### config.mk
export PLATFORM = sky130hd
export DESIGN_NAME = video_vram_port_flat
export DESIGN_NICKNAME = d
export VERILOG_FILES = /design/src/rtl/video_vram_port_if.sv /design/src/rtl/video_vram_port.sv /design/src/flat_wrapper.sv
export SDC_FILE = /design/constraint.sdc
export NUM_CORES = 1
export LEC_CHECK = 0
export ABC_AREA = 1
export ABC_CLOCK_PERIOD_IN_PS = 2760
export BUFFER_PORTS_ARGS = -buffer_cell sky130_fd_sc_hd__buf_2
export CAP_MARGIN = 20
export CORE_AREA = 2 2 78 80
export CTS_CLUSTER_SIZE = 28
export DETAILED_ROUTE_END_ITERATION = 10
export DIE_AREA = 0 0 80 82
export HOLD_SLACK_MARGIN = 0.12
export PLACE_DENSITY = 0.84
export SYNTH_ARGS = -nofsm -noshare
export SYNTH_HDL_FRONTEND = slang
export SYNTH_SLANG_ARGS = --single-unit
### constraint.sdc
create_clock -name I_clock -period 2.76 [get_ports I_clock]
set_clock_uncertainty 0.2 [all_clocks]
set_input_delay 0.276 -clock I_clock [delete_from_list [all_inputs] [get_ports I_clock]]
set_output_delay 0.276 -clock I_clock [all_outputs]
set_load 0.02 [all_outputs]
### src/rtl/video_vram_port_if.sv
`default_nettype none
// ============================================================================
//  Module : video_vram_port_if
//  Brief  : Host strobe / video bus bundle for the PPU VRAM access stage.
//  Rev    : 1.0  initial release
// ============================================================================
interface video_vram_port_if #(
    parameter int P_ADDR_WIDTH = 14
);
    logic                    I_tick;
    logic [7:0]              I_host_data;
    logic                    I_wr_ctrl;
    logic                    I_wr_scrl;
    logic                    I_wr_addr;
    logic                    I_wr_data;
    logic                    I_rd_data;
    logic                    I_rd_stat;
    logic [7:0]              O_rd_buffer;
    logic [P_ADDR_WIDTH-1:0] O_vid_addr;
    logic                    O_vid_wren;
    logic [7:0]              O_vid_data;
    logic [7:0]              I_vid_data;
    logic                    O_busy;
    logic                    O_overrun;
    logic [14:0]             O_t;
    logic [14:0]             O_v;
    logic [2:0]              O_fine_x;

    modport slave (
        input  I_tick, I_host_data, I_wr_ctrl, I_wr_scrl, I_wr_addr,
               I_wr_data, I_rd_data, I_rd_stat, I_vid_data,
        output O_rd_buffer, O_vid_addr, O_vid_wren, O_vid_data,
               O_busy, O_overrun, O_t, O_v, O_fine_x
    );

    modport master (
        output I_tick, I_host_data, I_wr_ctrl, I_wr_scrl, I_wr_addr,
               I_wr_data, I_rd_data, I_rd_stat, I_vid_data,
        input  O_rd_buffer, O_vid_addr, O_vid_wren, O_vid_data,
               O_busy, O_overrun, O_t, O_v, O_fine_x
    );
endinterface
`default_nettype wire

### src/rtl/video_vram_port.sv
`default_nettype none
// ============================================================================
//  Module : video_vram_port
//  Brief  : PPU scroll/address registers (t, v, fine-x, w) and paced PPUDATA
//           read/write sequencer on the video memory bus.
//  Rev    : 1.0  initial release
// ============================================================================
module video_vram_port #(
    parameter int P_ADDR_WIDTH = 14,
    parameter int P_INC_LARGE  = 32
) (
    input  wire logic          I_clock,
    input  wire logic          I_reset,
    video_vram_port_if.slave   bus
);
    localparam logic [1:0]  c_idle     = 2'd0;
    localparam logic [1:0]  c_arm      = 2'd1;
    localparam logic [1:0]  c_complete = 2'd2;
    localparam logic [14:0] c_inc_large = 15'(P_INC_LARGE);
    localparam logic [14:0] c_inc_small = 15'd1;

    logic [1:0]  r_state;
    logic [14:0] r_t;
    logic [14:0] r_v;
    logic [2:0]  r_fine_x;
    logic        r_w;
    logic        r_inc32;
    logic        r_op_write;
    logic [7:0]  r_rd_buffer;
    logic [7:0]  r_vid_data;
    logic        r_vid_wren;
    logic        r_overrun;

    logic [14:0] w_t_next;
    logic [14:0] w_v_base;
    logic [14:0] w_v_next;
    logic [2:0]  w_fine_x_next;
    logic        w_w_next;
    logic        w_w_eff;
    logic        w_inc32_next;
    logic        w_load_v;
    logic        w_busy;
    logic        w_step;

    assign w_busy  = (r_state != c_idle);
    // A status read clears w before any coincident SCRL/ADDR write is decoded.
    assign w_w_eff = r_w & ~bus.I_rd_stat;
    assign w_step  = (r_state == c_complete) & bus.I_tick;

    always_comb begin
        w_t_next      = r_t;
        w_fine_x_next = r_fine_x;
        w_w_next      = w_w_eff;
        w_inc32_next  = r_inc32;
        w_load_v      = 1'b0;
        if (bus.I_wr_ctrl) begin
            w_t_next[11:10] = bus.I_host_data[1:0];
            w_inc32_next    = bus.I_host_data[2];
        end
        if (bus.I_wr_scrl) begin
            if (!w_w_eff) begin
                w_t_next[4:0] = bus.I_host_data[7:3];
                w_fine_x_next = bus.I_host_data[2:0];
                w_w_next      = 1'b1;
            end else begin
                w_t_next[14:12] = bus.I_host_data[2:0];
                w_t_next[9:5]   = bus.I_host_data[7:3];
                w_w_next        = 1'b0;
            end
        end
        if (bus.I_wr_addr) begin
            if (!w_w_eff) begin
                w_t_next[13:8] = bus.I_host_data[5:0];
                w_t_next[14]   = 1'b0;
                w_w_next       = 1'b1;
            end else begin
                w_t_next[7:0] = bus.I_host_data;
                w_load_v      = 1'b1;
                w_w_next      = 1'b0;
            end
        end
        // A pending increment lands on whatever v the same edge produces.
        w_v_base = w_load_v ? w_t_next : r_v;
        w_v_next = w_step ? (w_v_base + (r_inc32 ? c_inc_large : c_inc_small))
                          : w_v_base;
    end

    always_ff @(posedge I_clock) begin
        if (!I_reset) begin
            r_state     <= c_idle;
            r_t         <= '0;
            r_v         <= '0;
            r_fine_x    <= '0;
            r_w         <= 1'b0;
            r_inc32     <= 1'b0;
            r_op_write  <= 1'b0;
            r_rd_buffer <= '0;
            r_vid_data  <= '0;
            r_vid_wren  <= 1'b0;
            r_overrun   <= 1'b0;
        end else begin
            r_t        <= w_t_next;
            r_v        <= w_v_next;
            r_fine_x   <= w_fine_x_next;
            r_w        <= w_w_next;
            r_inc32    <= w_inc32_next;
            r_vid_wren <= 1'b0;
            r_overrun  <= (bus.I_wr_data | bus.I_rd_data) & w_busy;
            case (r_state)
                c_idle: begin
                    if (bus.I_wr_data) begin
                        r_vid_data <= bus.I_host_data;
                        r_op_write <= 1'b1;
                        r_state    <= c_arm;
                    end else if (bus.I_rd_data) begin
                        r_op_write <= 1'b0;
                        r_state    <= c_arm;
                    end
                end
                c_arm: begin
                    if (bus.I_tick) begin
                        r_vid_wren <= r_op_write;
                        r_state    <= c_complete;
                    end
                end
                c_complete: begin
                    if (bus.I_tick) begin
                        if (!r_op_write) begin
                            r_rd_buffer <= bus.I_vid_data;
                        end
                        r_state <= c_idle;
                    end
                end
                default: r_state <= c_idle;
            endcase
        end
    end

    assign bus.O_vid_addr  = r_v[P_ADDR_WIDTH-1:0];
    assign bus.O_vid_wren  = r_vid_wren;
    assign bus.O_vid_data  = r_vid_data;
    assign bus.O_rd_buffer = r_rd_buffer;
    assign bus.O_busy      = w_busy;
    assign bus.O_overrun   = r_overrun;
    assign bus.O_t         = r_t;
    assign bus.O_v         = r_v;
    assign bus.O_fine_x    = r_fine_x;
endmodule
`default_nettype wire

### src/flat_wrapper.sv
// flat-port wrapper written by rule: the top's interface ports become plain ports
module video_vram_port_flat 
#(
    parameter int P_ADDR_WIDTH = 14,
    parameter int P_INC_LARGE  = 32
)
  (I_clock, I_reset, bus_I_tick, bus_I_host_data, bus_I_wr_ctrl, bus_I_wr_scrl, bus_I_wr_addr, bus_I_wr_data, bus_I_rd_data, bus_I_rd_stat, bus_I_vid_data, bus_O_rd_buffer, bus_O_vid_addr, bus_O_vid_wren, bus_O_vid_data, bus_O_busy, bus_O_overrun, bus_O_t, bus_O_v, bus_O_fine_x);
  video_vram_port_if #(.P_ADDR_WIDTH(P_ADDR_WIDTH)) bus_i ();
  input  wire logic I_clock;
  input  wire logic I_reset;
  input wire logic [$bits(bus_i.I_tick)-1:0] bus_I_tick;
  input wire logic [$bits(bus_i.I_host_data)-1:0] bus_I_host_data;
  input wire logic [$bits(bus_i.I_wr_ctrl)-1:0] bus_I_wr_ctrl;
  input wire logic [$bits(bus_i.I_wr_scrl)-1:0] bus_I_wr_scrl;
  input wire logic [$bits(bus_i.I_wr_addr)-1:0] bus_I_wr_addr;
  input wire logic [$bits(bus_i.I_wr_data)-1:0] bus_I_wr_data;
  input wire logic [$bits(bus_i.I_rd_data)-1:0] bus_I_rd_data;
  input wire logic [$bits(bus_i.I_rd_stat)-1:0] bus_I_rd_stat;
  input wire logic [$bits(bus_i.I_vid_data)-1:0] bus_I_vid_data;
  output wire logic [$bits(bus_i.O_rd_buffer)-1:0] bus_O_rd_buffer;
  output wire logic [$bits(bus_i.O_vid_addr)-1:0] bus_O_vid_addr;
  output wire logic [$bits(bus_i.O_vid_wren)-1:0] bus_O_vid_wren;
  output wire logic [$bits(bus_i.O_vid_data)-1:0] bus_O_vid_data;
  output wire logic [$bits(bus_i.O_busy)-1:0] bus_O_busy;
  output wire logic [$bits(bus_i.O_overrun)-1:0] bus_O_overrun;
  output wire logic [$bits(bus_i.O_t)-1:0] bus_O_t;
  output wire logic [$bits(bus_i.O_v)-1:0] bus_O_v;
  output wire logic [$bits(bus_i.O_fine_x)-1:0] bus_O_fine_x;
  assign bus_i.I_tick = bus_I_tick;
  assign bus_i.I_host_data = bus_I_host_data;
  assign bus_i.I_wr_ctrl = bus_I_wr_ctrl;
  assign bus_i.I_wr_scrl = bus_I_wr_scrl;
  assign bus_i.I_wr_addr = bus_I_wr_addr;
  assign bus_i.I_wr_data = bus_I_wr_data;
  assign bus_i.I_rd_data = bus_I_rd_data;
  assign bus_i.I_rd_stat = bus_I_rd_stat;
  assign bus_i.I_vid_data = bus_I_vid_data;
  assign bus_O_rd_buffer = bus_i.O_rd_buffer;
  assign bus_O_vid_addr = bus_i.O_vid_addr;
  assign bus_O_vid_wren = bus_i.O_vid_wren;
  assign bus_O_vid_data = bus_i.O_vid_data;
  assign bus_O_busy = bus_i.O_busy;
  assign bus_O_overrun = bus_i.O_overrun;
  assign bus_O_t = bus_i.O_t;
  assign bus_O_v = bus_i.O_v;
  assign bus_O_fine_x = bus_i.O_fine_x;
  video_vram_port #(.P_ADDR_WIDTH(P_ADDR_WIDTH), .P_INC_LARGE(P_INC_LARGE)) u_core (.I_clock(I_clock), .I_reset(I_reset), .bus(bus_i));
endmodule
==> results.py <==
metrics = {
    "timing": {
        "rsz0062_at_grt": "false",
        "fin_crit_ns": 2.56,
        "tightest_slew_ns": 0.477,
        "final_max_slew_viol_count": 0,
        "setup_tns_ns": 0,
        "max_freq_mhz": 391,
        "slew_headroom_pct": 67.9,
        "fin_crit_sh_pct": 92.7,
        "finalSetupViolations": 0,
        "hold_viol_final": 0,
    },
    "grt": {
        "grt_usage_pct": 23.3,
        "grt_overflow_total": 0,
        "antenna_found_initial": 0,
        "grt_max_degree": 46,
        "grt_pass1_vias": 2625,
        "grt_pass1_wl_um": 12000,
    },
    "synthesis": {
        "syn_avg_cell_area_sq_um": 7.40,
        "synthArstFlopShare_pct": 0,
        "synthCells": 380,
        "synth_edf_count": 0,
        "seq_area_frac_synth_pct": 39.9,
        "yosysUniqueCellTypes": 35,
        "syn_area_sq_um": 2810,
        "syn_nets": 409,
        "ys_warn_count": 0,
        "synth-main-ff-cell": "dfxtp_1",
        "ys_seq_elements": 56,
    },
    "setup_path": {
        "required_ns": 2.78,
        "crit_type": "in -> reg",
        "start_kind": "input pin",
        "crit_fanout": 4,
        "cp-end-kind": "flip-flop",
        "arrival_ns": 2.58,
    },
    "cts": {
        "clkSlewWorstSetupHoldPaths_ns": 0.11,
        "tritoncts": "done",
        "insertion_delay_ns": 0.32,
        "cts_sinks": 56,
        "htreeDepth": 2,
        "clock_path_buffers": 2,
        "numCtsBuffers": 5,
        "root_buffer": "clkbuf_8",
    },
    "place": {
        "portBuffers": 90,
        "place_congestion": 0.847,
        "dp_hpwl_um": 5250,
    },
    "final_layout": {
        "nets": 505,
        "multi_input_area_sq_um": 1340,
        "seq_area_sq_um": 1120,
        "diodes": 0,
        "layout-drive-gt1-share_pct": 28.7,
        "final_cell_mix": "buf_2 (90), nand2_1 (58), dfxtp_1 (56)",
        "area_growth_syn_to_layout_pct": 25.9,
        "fin_util_pct": 61.6,
        "fillers": 522,
        "final_common_cell": "buf_2",
    },
    "hold_path": {
        "hold_path_class": "in -> reg",
    },
    "power": {
        "leakagePower_nw": 1.79,
        "peakVddDrop_uv": 352,
        "p_per_area_nw_per_um2": 524,
    },
    "die": {
        "die-area_sq_um": 6560,
        "rows": 28,
        "core_sq_um": 5750,
        "die_x_um": 80,
        "start_util_pct": 48.9,
        "die_h_um": 82,
        "ios": 91,
    },
    "route": {
        "drt_iter0_drc": 174,
        "ant_nets": 0,
        "routed_wirelength_um": 7480,
        "routedWlPerCell_um": 13.5,
        "first_pass_iters": 5,
        "vias": 2874,
        "viasPerCell": 5.21,
        "remaining_drc_errors": 0,
    },
    "flow_run": {
        "max_cap_violations": 0,
    },
    "status": {
        "outcome": "finished clean",
    },
}
report_power, final:
| group | internal (W) | switching (W) |
|---|---|---|
| combinational | 0.000141 | 0.000263 |
| clock | 0.000274 | 0.000280 |
| sequential | 0.000863 | 0.0000329 |
synthesized netlist by cell type, types with 6 or more instances:
| cell type | n | area [sq um] |
|---|---|---|
| nand2_2 | 7 | 43.8 |
| nand3_1 | 8 | 40.0 |
| dfxtp_1 | 56 | 1120 |
| clkbuf_1 | 6 | 22.5 |
| inv_1 | 46 | 173 |
| buf_4 | 14 | 105 |
| nand4_1 | 7 | 43.8 |
| nor2_1 | 44 | 165 |
| a21oi_1 | 28 | 140 |
| o21ai_0 | 42 | 210 |
| nand2_1 | 58 | 218 |
| o211ai_1 | 9 | 67.6 |
worst paths after layout:
kind,from,end,slack (ns),cells past startpoint
min reg2reg,u_core.bus.O_t[0],u_core.bus.O_t[0],0.26,2
max reg2reg,u_core.r_w,u_core.bus.O_v[14],0.28,14
max,bus_I_host_data[5],u_core.bus.O_v[14],0.20,15
min,bus_I_host_data[2],u_core.bus.O_t[10],0.16,3
critical path, cell delays in order:
cell and delay, ns:
dlygate4sd3_1 0.54, buf_2 0.13, inv_1 0.14, nand2_1 0.11, o21ai_0 0.11, inv_1 0.07, ha_1 0.34, nand2_1 0.06
nand3b_1 0.16, o21ai_2 0.15, nand3_1 0.15, nor2_2 0.15, nand3_1 0.09, nand2_1 0.08, nor2_1 0.04
kinds of logic (layout without fill, tap and decap cells):
kind of cell,after synthesis,in the layout,synth area share [%]
XOR/XNOR,1,1,0.312
buffers and inverters,75,172,12.6
AO/OA/AOI/OAI,90,90,17.5
multiplexers,1,1,0.356
AND/OR/NAND/NOR,153,153,27.6
adder cells (fa/ha/maj),4,4,1.78
flip-flops,56,56,39.9
final cells by class:
type	instances	share of cell area, %
Multi-Input combinational cell	249	37.8
Sequential cell	56	31.7
Timing Repair Buffer	113	19.0
Inverter	51	5.48
Tap cell	75	2.65
Clock buffer	5	1.95
Clock inverter	3	1.34
layer usage:
metal	vias to the layer above	GRT usage, %	routed length [um]
li1	1417	-	-
met1	1323	31.0	3190
met2	120	37.7	3640
met3	14	4.07	526
met4	0	8.98	121
met5	-	0	0
per-stage QoR:
stage                     area (sq um)  worst slack [ns]  power [W]  hold WS (ns)  instances
after floorplan                   2810             0.319    0.00118         0.170        380
after global placement            3220             0.350    0.00128         0.247        524
after detailed placement          3220             0.247    0.00129         0.251        524
after CTS                         3530             0.168    0.00186         0.142        552
after global routing              3540            0.0228    0.00194         0.165        552
final                             3540             0.201    0.00185         0.164        552
flip-flops by register name (all words and copies together), names as in the netlist:
register                cells
u_core.bus.O_fine_x         3
u_core.bus.O_overrun        1
u_core.bus.O_rd_buffer      8
u_core.bus.O_t             15
u_core.bus.O_v             15
u_core.bus.O_vid_data       8
u_core.bus.O_vid_wren       1
u_core.r_inc32              1
u_core.r_op_write           1
u_core.r_state              2
u_core.r_w                  1
repair_timing:
action | CTS | global route
gates resized for setup | 0 | 1
setup buffers | 0 | 0
endpoints found under the hold margin | 23 | 0
endpoints found under the setup margin | 0 | 2
hold buffers | 20 | 0
Note: power is estimated with default switching activity, not from simulation.
